**config.mk**
```make
export PLATFORM = sky130hd
export DESIGN_NAME = ucsbece154a_mem_arbiter_flat
export DESIGN_NICKNAME = d
export VERILOG_FILES = /design/src/rtl/ucsbece154a_mem_arbiter_if.sv /design/src/rtl/ucsbece154a_mem_arbiter.sv /design/src/flat_wrapper.sv
export SDC_FILE = /design/constraint.sdc
export NUM_CORES = 1
export LEC_CHECK = 0
export CORE_UTILIZATION = 43
export DETAILED_ROUTE_END_ITERATION = 16
export PLACE_DENSITY = 0.8
export SLEW_MARGIN = 25
export SYNTH_ARGS = -nofsm -noshare
export SYNTH_HDL_FRONTEND = slang
export SYNTH_SLANG_ARGS = --single-unit
export TNS_END_PERCENT = 50
```
**constraint.sdc**
```tcl
create_clock -name clk -period 5.9 [get_ports clk]
set_input_delay 1.18 -clock clk [delete_from_list [all_inputs] [get_ports clk]]
set_output_delay 1.18 -clock clk [all_outputs]
set_load 0.02 [all_outputs]
```
**src/rtl/ucsbece154a_mem_arbiter_if.sv**
```systemverilog
// Requester ports and unified memory port of the two-way memory arbiter.
// The slave modport is the arbiter's view; the master modport is the requester and memory side.
interface ucsbece154a_mem_arbiter_if #(
   parameter int ADDR_W = 32,
   parameter int DATA_W = 32
);
   logic              core_req_i;
   logic              core_we_i;
   logic [ADDR_W-1:0] core_addr_i;
   logic [DATA_W-1:0] core_wdata_i;
   logic              core_ack_o;
   logic [DATA_W-1:0] core_rdata_o;
   logic              aux_req_i;
   logic              aux_we_i;
   logic [ADDR_W-1:0] aux_addr_i;
   logic [DATA_W-1:0] aux_wdata_i;
   logic              aux_ack_o;
   logic [DATA_W-1:0] aux_rdata_o;
   logic              err_o;
   logic              busy_o;
   logic              mem_req_o;
   logic              mem_we_o;
   logic [ADDR_W-1:0] mem_addr_o;
   logic [DATA_W-1:0] mem_wdata_o;
   logic [DATA_W-1:0] mem_rdata_i;
   logic              mem_ready_i;

   modport slave (
      input  core_req_i, core_we_i, core_addr_i, core_wdata_i,
      input  aux_req_i, aux_we_i, aux_addr_i, aux_wdata_i,
      input  mem_rdata_i, mem_ready_i,
      output core_ack_o, core_rdata_o, aux_ack_o, aux_rdata_o, err_o, busy_o,
      output mem_req_o, mem_we_o, mem_addr_o, mem_wdata_o
   );

   modport master (
      output core_req_i, core_we_i, core_addr_i, core_wdata_i,
      output aux_req_i, aux_we_i, aux_addr_i, aux_wdata_i,
      output mem_rdata_i, mem_ready_i,
      input  core_ack_o, core_rdata_o, aux_ack_o, aux_rdata_o, err_o, busy_o,
      input  mem_req_o, mem_we_o, mem_addr_o, mem_wdata_o
   );
endinterface

```
**src/rtl/ucsbece154a_mem_arbiter.sv**
```systemverilog
// Core/aux arbiter for the unified memory port: grant -> held BUSY request -> 1-cycle ack, err_o on MAX_WAIT timeout.
// Ack arrives one cycle after mem_ready_i; requests are ignored outside IDLE; UCSBECE154A_ARB_RR_EN selects round-robin.
module ucsbece154a_mem_arbiter #(
   parameter int ADDR_W   = 32,
   parameter int DATA_W   = 32,
   parameter int MAX_WAIT = 15
) (
   input  logic clk,
   input  logic reset,
   ucsbece154a_mem_arbiter_if.slave bus
);
   typedef enum logic [1:0] {IDLE = 2'd0, BUSY = 2'd1, RESP = 2'd2} state_t;
   typedef enum logic {GRANT_CORE = 1'b0, GRANT_AUX = 1'b1} grant_t;
   typedef struct packed {
      logic              we;
      logic [ADDR_W-1:0] addr;
      logic [DATA_W-1:0] wdata;
   } mem_cmd_t;

   localparam logic [7:0] WAIT_LAST = 8'(MAX_WAIT - 1);

   state_t            state_q, state_d;
   grant_t            last_grant_q, last_grant_d;
   mem_cmd_t          cmd_q, cmd_d;
   logic [7:0]        cnt_q, cnt_d;
   logic              mem_req_q, mem_req_d;
   logic              core_ack_q, core_ack_d;
   logic              aux_ack_q, aux_ack_d;
   logic              err_q, err_d;
   logic [DATA_W-1:0] core_rdata_q, core_rdata_d;
   logic [DATA_W-1:0] aux_rdata_q, aux_rdata_d;
   logic [DATA_W-1:0] resp_dat;
   logic              win_aux;

`ifdef UCSBECE154A_ARB_RR_EN
   assign win_aux = bus.aux_req_i && (!bus.core_req_i || last_grant_q == GRANT_CORE);
`else
   assign win_aux = !bus.core_req_i;
`endif

   // A timeout returns zero data to the owner, so the owner never sees stale data flagged as valid.
   assign resp_dat = bus.mem_ready_i ? bus.mem_rdata_i : '0;

   always_comb begin
      state_d      = state_q;
      last_grant_d = last_grant_q;
      cmd_d        = cmd_q;
      cnt_d        = cnt_q;
      mem_req_d    = mem_req_q;
      core_ack_d   = 1'b0;
      aux_ack_d    = 1'b0;
      err_d        = 1'b0;
      core_rdata_d = core_rdata_q;
      aux_rdata_d  = aux_rdata_q;
      case (state_q)
         IDLE: begin
            if (bus.core_req_i || bus.aux_req_i) begin
               state_d   = BUSY;
               mem_req_d = 1'b1;
               cnt_d     = '0;
               if (win_aux) begin
                  last_grant_d = GRANT_AUX;
                  cmd_d        = {bus.aux_we_i, bus.aux_addr_i, bus.aux_wdata_i};
               end else begin
                  last_grant_d = GRANT_CORE;
                  cmd_d        = {bus.core_we_i, bus.core_addr_i, bus.core_wdata_i};
               end
            end
         end
         BUSY: begin
            if (bus.mem_ready_i || cnt_q == WAIT_LAST) begin
               state_d    = RESP;
               mem_req_d  = 1'b0;
               err_d      = !bus.mem_ready_i;
               core_ack_d = (last_grant_q == GRANT_CORE);
               aux_ack_d  = (last_grant_q == GRANT_AUX);
               if (!bus.mem_ready_i || !cmd_q.we) begin
                  if (last_grant_q == GRANT_AUX) aux_rdata_d  = resp_dat;
                  else                           core_rdata_d = resp_dat;
               end
            end else begin
               cnt_d = cnt_q + 8'd1;
            end
         end
         RESP: state_d = IDLE;
         default: begin
            state_d   = IDLE;
            mem_req_d = 1'b0;
         end
      endcase
   end

   always_ff @(posedge clk or posedge reset) begin
      if (reset) begin
         state_q      <= IDLE;
         last_grant_q <= GRANT_AUX;
         cmd_q        <= '0;
         cnt_q        <= '0;
         mem_req_q    <= 1'b0;
         core_ack_q   <= 1'b0;
         aux_ack_q    <= 1'b0;
         err_q        <= 1'b0;
         core_rdata_q <= '0;
         aux_rdata_q  <= '0;
      end else begin
         state_q      <= state_d;
         last_grant_q <= last_grant_d;
         cmd_q        <= cmd_d;
         cnt_q        <= cnt_d;
         mem_req_q    <= mem_req_d;
         core_ack_q   <= core_ack_d;
         aux_ack_q    <= aux_ack_d;
         err_q        <= err_d;
         core_rdata_q <= core_rdata_d;
         aux_rdata_q  <= aux_rdata_d;
      end
   end

   assign bus.core_ack_o   = core_ack_q;
   assign bus.core_rdata_o = core_rdata_q;
   assign bus.aux_ack_o    = aux_ack_q;
   assign bus.aux_rdata_o  = aux_rdata_q;
   assign bus.err_o        = err_q;
   assign bus.busy_o       = (state_q != IDLE);
   assign bus.mem_req_o    = mem_req_q;
   assign bus.mem_we_o     = cmd_q.we;
   assign bus.mem_addr_o   = cmd_q.addr;
   assign bus.mem_wdata_o  = cmd_q.wdata;
endmodule

```
**src/flat_wrapper.sv**
```systemverilog
// flat-port wrapper written by rule: the top's interface ports become plain ports
module ucsbece154a_mem_arbiter_flat 
#(
   parameter int ADDR_W   = 32,
   parameter int DATA_W   = 32,
   parameter int MAX_WAIT = 15
)
  (clk, reset, bus_core_req_i, bus_core_we_i, bus_core_addr_i, bus_core_wdata_i, bus_aux_req_i, bus_aux_we_i, bus_aux_addr_i, bus_aux_wdata_i, bus_mem_rdata_i, bus_mem_ready_i, bus_core_ack_o, bus_core_rdata_o, bus_aux_ack_o, bus_aux_rdata_o, bus_err_o, bus_busy_o, bus_mem_req_o, bus_mem_we_o, bus_mem_addr_o, bus_mem_wdata_o);
  ucsbece154a_mem_arbiter_if #(.ADDR_W(ADDR_W), .DATA_W(DATA_W)) bus_i ();
  input  logic clk;
  input  logic reset;
  input wire logic [$bits(bus_i.core_req_i)-1:0] bus_core_req_i;
  input wire logic [$bits(bus_i.core_we_i)-1:0] bus_core_we_i;
  input wire logic [$bits(bus_i.core_addr_i)-1:0] bus_core_addr_i;
  input wire logic [$bits(bus_i.core_wdata_i)-1:0] bus_core_wdata_i;
  input wire logic [$bits(bus_i.aux_req_i)-1:0] bus_aux_req_i;
  input wire logic [$bits(bus_i.aux_we_i)-1:0] bus_aux_we_i;
  input wire logic [$bits(bus_i.aux_addr_i)-1:0] bus_aux_addr_i;
  input wire logic [$bits(bus_i.aux_wdata_i)-1:0] bus_aux_wdata_i;
  input wire logic [$bits(bus_i.mem_rdata_i)-1:0] bus_mem_rdata_i;
  input wire logic [$bits(bus_i.mem_ready_i)-1:0] bus_mem_ready_i;
  output wire logic [$bits(bus_i.core_ack_o)-1:0] bus_core_ack_o;
  output wire logic [$bits(bus_i.core_rdata_o)-1:0] bus_core_rdata_o;
  output wire logic [$bits(bus_i.aux_ack_o)-1:0] bus_aux_ack_o;
  output wire logic [$bits(bus_i.aux_rdata_o)-1:0] bus_aux_rdata_o;
  output wire logic [$bits(bus_i.err_o)-1:0] bus_err_o;
  output wire logic [$bits(bus_i.busy_o)-1:0] bus_busy_o;
  output wire logic [$bits(bus_i.mem_req_o)-1:0] bus_mem_req_o;
  output wire logic [$bits(bus_i.mem_we_o)-1:0] bus_mem_we_o;
  output wire logic [$bits(bus_i.mem_addr_o)-1:0] bus_mem_addr_o;
  output wire logic [$bits(bus_i.mem_wdata_o)-1:0] bus_mem_wdata_o;
  assign bus_i.core_req_i = bus_core_req_i;
  assign bus_i.core_we_i = bus_core_we_i;
  assign bus_i.core_addr_i = bus_core_addr_i;
  assign bus_i.core_wdata_i = bus_core_wdata_i;
  assign bus_i.aux_req_i = bus_aux_req_i;
  assign bus_i.aux_we_i = bus_aux_we_i;
  assign bus_i.aux_addr_i = bus_aux_addr_i;
  assign bus_i.aux_wdata_i = bus_aux_wdata_i;
  assign bus_i.mem_rdata_i = bus_mem_rdata_i;
  assign bus_i.mem_ready_i = bus_mem_ready_i;
  assign bus_core_ack_o = bus_i.core_ack_o;
  assign bus_core_rdata_o = bus_i.core_rdata_o;
  assign bus_aux_ack_o = bus_i.aux_ack_o;
  assign bus_aux_rdata_o = bus_i.aux_rdata_o;
  assign bus_err_o = bus_i.err_o;
  assign bus_busy_o = bus_i.busy_o;
  assign bus_mem_req_o = bus_i.mem_req_o;
  assign bus_mem_we_o = bus_i.mem_we_o;
  assign bus_mem_addr_o = bus_i.mem_addr_o;
  assign bus_mem_wdata_o = bus_i.mem_wdata_o;
  ucsbece154a_mem_arbiter #(.ADDR_W(ADDR_W), .DATA_W(DATA_W), .MAX_WAIT(MAX_WAIT)) u_core (.clk(clk), .reset(reset), .bus(bus_i));
endmodule
```
# --- Yosys cells after proc, flatten, opt, wreduce, memory -nomap -nowiden ---
# Cells that the tools add are included.
word_totals:
  ff_bits: 144
  latch_bits: 0
  mem_bits_rw: 0
  romBits: 0
  inputBits: 167
  out_inout_bits: 134
  elab_cells: 53
  n_memories: 0
classes:
  add_sub_neg: 1
  multipliers: 0
  n_div: 0
  magnitude_cmp: 0
  eq_ne: 6
  shift: 0
  mux: 18
  bitwise: 2
  n_reduce_logical: 14
ops:
  columns: ["cell", "n"]
  rows:
  - ["$mux 65", 1]
  - ["$mux 32", 1]
  - ["$mux 8", 2]
  - ["$pmux 8 s2", 1]
  - ["$mux 1", 9]
  - ["$add 8x1->8 const B", 1]
  - ["$eq 8x4->1 const B", 1]
  - ["$reduce_and 4->1", 2]
  - ["$reduce_and 3->1", 2]
  - ["$mux 2", 2]
  - ["$ne 2x1->1 const B", 2]
  - ["$pmux 2 s2", 1]
  - ["$reduce_and 2->1", 2]
  - ["$reduce_bool 2->1", 2]
  - ["$logic_or 1x1->1", 3]
  - ["$pmux 1 s3", 1]
  - ["$eq 2x1->1 const B", 1]
  - ["$eq 2x2->1 const B", 1]
  - ["$logic_not 1->1", 2]
  - ["$logic_not 2->1", 1]
  - ["$ne 2x2->1 const B", 1]
  - ["$not 1->1", 2]

# --- Logic depth before layout (Yosys ltp) ---
depth:
  ltp_word: 4
  mapped_depth: 7
  mapped_depth_nobuf: 5

# --- Worst setup path after synthesis ---
# Ideal clock, no wire load.
synth_path:
  path_kind: "input -> register"
  from: "in bus_mem_ready_i"
  to: "reg u_core.cnt_q[7]"
  setup_time_ns: 0.078
  arrival_time_ns: 2.306
  t_required_ns: 5.822
  setup_slack_ns: 3.517
  cell_stages: 4
  path_buffers: 1
  cell_sequence: "or3b_1 clkbuf_1 or4_1 a21oi_1"
synth_between:
  elab_chain_len: 3
synth_rtl:
  columns: ["item", "line_no", "text"]
  rows:
  - ["start: declaration", "flat_wrapper.sv:21", "input wire logic [$bits(bus_i.mem_ready_i)-1:0] bus_mem_ready_i;"]
  - ["$logic_or 1x1->1", "ucsbece154a_mem_arbiter.sv:71", "if (bus.mem_ready_i || cnt_q == WAIT_LAST) begin"]
  - ["$ne 2x2->1 (no line)", null, null]
  - ["$reduce_and 3->1 (no line)", null, null]
  - ["end signal: assignment", "ucsbece154a_mem_arbiter.sv:109", "cnt_q <= cnt_d;"]
  - ["end: declaration", "ucsbece154a_mem_arbiter.sv:25", "logic [7:0] cnt_q, cnt_d;"]
# Every way passes these cells.
# A chain may end at the register's enable or synchronous reset.

# --- Final worst setup path ---
layout_path:
  from: "reg u_core.cmd_q (netlist bit u_core.bus.mem_we_o)"
  to: "out bus_mem_we_o"
layout_rtl:
  columns: ["item", "line_no", "text"]
  rows:
  - ["start: declaration", "ucsbece154a_mem_arbiter.sv:24", "mem_cmd_t cmd_q, cmd_d;"]
  - ["start signal: assignment", "ucsbece154a_mem_arbiter.sv:108", "cmd_q <= cmd_d;"]
  - ["end: declaration", "flat_wrapper.sv:29", "output wire logic [$bits(bus_i.mem_we_o)-1:0] bus_mem_we_o;"]
# No word-level cell between the ends.

==> summary.txt <==
Run status
  • Status: finished, final reports clean

Finish
  • Final #Nets: 1119
  • # diodes: 0
  • Final core occ: 67.2%
  • Area growth syn-to-layout: 52.4%
  • Share of layout cells above drive strength 1: 5.09%

Die
  • Core Area: 15900 sq um
  • Die width: 130 microns
  • Initial Utilization: 44.1%
  • Die ar.: 16900 sq um
  • Top Ports: 301
  • # rows: 46
  • Die Y: 130 microns

STA
  • Final Hold Vio Count: 0
  • Worst rel slew slack: 39.5%
  • Final min period: 3.29 ns
  • Slew @ Worst Pin: 0.907 ns
  • RSZ-0062 raised after global routing: no
  • Final setup violation count: 0
  • Final setup TNS: 0 ns
  • FMAX: 304 MHz
  • Tcrit/Tclk final: 55.8%
  • Clk_skew: 0.00903 ns
  • Slew Viols, Final: 0

Placed design
  • Final HPWL DP: 15000 microns
  • # port buffers: 300
  • Routability cong.: 0.866

Synth
  • Post-synthesis mux area share: 18.9%
  • Yosys Warn Count: 0
  • Syn_area_per_cell: 10.3 sq um
  • Top-area cell type share of the netlist area: 50.9%
  • Post-Synthesis Cells: 681
  • Yosys top cell by area: dfrtp_1
  • Synth async-reset ratio: 100%
  • Largest family of logic cells by synthesized area: multiplexers
  • Post-Syn Area: 7030 sq um
  • Post-synthesis xor/xnor area fraction: 0%
  • Area share of fa/ha/maj cells after synthesis: 0.356%
  • Top cells by area, synth: dfrtp_1 (51%), mux2i_1 (19%), o21ai_0 (14%)
  • Seq cells post-synth: 144
  • Most frequent cell after synthesis: o21ai_0
  • Seq/Total Area, Yosys: 51.3%
  • Post-synth top cells: o21ai_0 (197), dfrtp_1 (143), mux2i_1 (133)
  • Number of synthesized flops with an enable pin: 0
  • Syn Nets: 850
  • Simple-gate portion of the synthesized area: 9.81%
  • Top_reg_cell synth: dfrtp_1
  • Synth unique cells: 35
  • Synth Area in Compound Gates: 15.8%

GRT
  • First-pass GRT wire length: 32800 microns
  • Grt total ovfl: 0
  • Tot GR Track Use: 25.7%
  • Initial antenna violation count: 0
  • Largest net degree at the start of global routing: 109
  • Vias in the first global route: 6008

Route
  • Vias per std cell: 5.28
  • WL final: 21300 microns
  • First-pass DRT Iterations: 5
  • Initial DRC count: 434
  • Routed wire per std cell: 18.0 microns
  • Via count: 6225
  • Antenna viol nets, final: 0
  • DR DRC count: 0

Min path
  • Hold WC Path Type: register to register
  • Cells on Worst Hold Path: 2

Critical path
  • WP buf/inv: 1
  • CP Depth: 1
  • Critical path's slowest cell: dfrtp_1
  • Arrival @ worst endpoint: 2.11 ns
  • Reg2Reg Depth: 6
  • Crit path cell chain: clkdlybuf4s50_1
  • Delay-heaviest family, CP: flip-flops
  • Crit. End Element: output port
  • Type of origin of the critical path: register
  • Req. time, crit path: 4.72 ns
  • Critical Path Max Stage Delay: 0.93 ns
  • Crit Path Class: register to output port
  • Crit path max fanout: 35

Clock tree
  • Bufs on Longest Clock Path: 2
  • Clk_lat worst skew: 0.42 ns
  • Worst-path clk slew: 0.06 ns
  • Clock root cell: clkbuf_16
  • Cts bufs inserted: 17
  • Post-CTS Setup Bufs: 0
  • H-Tree Depth: 4
  • TritonCTS clock tree: yes
  • Post_cts resized: 0
  • Cts hold-fix bufs: 0
  • Sinks on the clock net: 144

Power
  • LEAKAGE: 4.61 nW
  • VDD IR-drop max: 0.240 mV
  • Pwr/cell area: 493 nW/um^2

Run
  • Max-cap violations: 0
==> through the flow <==
step | hold slack [ns] | power [mW] | area [sq um] | std cells | setup slack, ns
CTS | 0.511 | 5.32 | 10700 | 1178 | 2.56
global route | 0.525 | 5.59 | 10700 | 1178 | 2.45
detailed placement | 0.497 | 4.30 | 10200 | 1147 | 2.64
floorplan | 0.475 | 3.05 | 7030 | 681 | 0.855
global placement | 0.489 | 4.25 | 10200 | 1147 | 2.73
finish | 0.499 | 5.28 | 10700 | 1178 | 2.61
==> registers in the layout, indices dropped and copies added, names as in the netlist, 2 cells and up <==
signal                   count
u_core.cnt_q                 8
u_core.state_q               2
u_core.bus.mem_addr_o       32
u_core.bus.aux_rdata_o      32
u_core.bus.mem_wdata_o      32
u_core.bus.core_rdata_o     32
==> area by class of cell <==
| type | count | area, sq um |
|---|---|---|
| fill | 1256 | 5230 |
| sequential | 144 | 3600 |
| multi-input combinational | 472 | 3190 |
| timing repair buffer | 309 | 3070 |
| clock buffer | 21 | 460 |
| tap | 216 | 270 |
| clock inverter | 10 | 88.8 |
| inverter | 6 | 30.0 |
==> placed cells by master (no fill, tap or decap), drive strengths merged <==
master and n:
a211oi 1, a21oi 5, a2bb2oi 1, and2 1, and3 1, and3b 33
buf 10, bufinv 1, clkbuf 21, clkdlybuf4s50 299, clkinv 8, clkinvlp 1
dfrtp 143, dfstp 1, ha 2, inv 6, mux2i 133, nand2 65
nand2b 1, nand3 1, nand3b 1, nand4 2, nor2 4, nor2b 2
nor3 2, nor3b 3, o2111ai 1, o211a 1, o211ai 2, o21ai 201
o21ba 1, o31ai 3, or3b 1, or4 3, or4b 1
==> cells by family after synthesis <==
| logic type | Yosys count |
|---|---|
| mux | 133 |
| compound gates | 216 |
| fa+ha+maj | 2 |
| flops | 144 |
| simple gates | 121 |
| buf+inv | 65 |
==> final timing paths <==
check / slack (ns) / from / end
worst max-delay path: 2.61 / u_core.bus.mem_we_o$_DFFE_PP0P_ / bus_mem_we_o
worst min-delay path: 0.50 / u_core.bus.mem_addr_o[13]$_DFFE_PP0P_ / u_core.bus.mem_addr_o[13]$_DFFE_PP0P_
worst max register to register: 3.49 / u_core.cnt_q[0]$_DFFE_PP0P_ / u_core.bus.aux_rdata_o[14]$_DFFE_PP0P_
worst min register to register: 0.50 / u_core.bus.mem_addr_o[13]$_DFFE_PP0P_ / u_core.bus.mem_addr_o[13]$_DFFE_PP0P_
max in group asynchronous: 3.56 / reset / u_core.last_grant_q$_DFFE_PP1P_
min in group asynchronous: 1.30 / reset / u_core.bus.mem_addr_o[8]$_DFFE_PP0P_
==> per-layer routing <==
layer | track usage, % | wire length (microns) | vias to the layer above | share of wire, %
met4 | 12.4 | 777 | 0 | 3.7
met5 | 0 | 0 | - | 0
met2 | 40.8 | 10100 | 254 | 48
met1 | 32.6 | 8790 | 2949 | 41
li1 | - | - | 2977 | -
met3 | 6.93 | 1570 | 45 | 7.4
==> power breakdown <==
part | total (mW) | internal, mW | switching, mW
sequential | 1.71 | 1.40 | 0.309
combinational | 2.57 | 1.20 | 1.36
clock | 1.00 | 0.597 | 0.406
total | 5.28 | 3.20 | 2.08
Note: power is estimated with default switching activity, not from simulation.
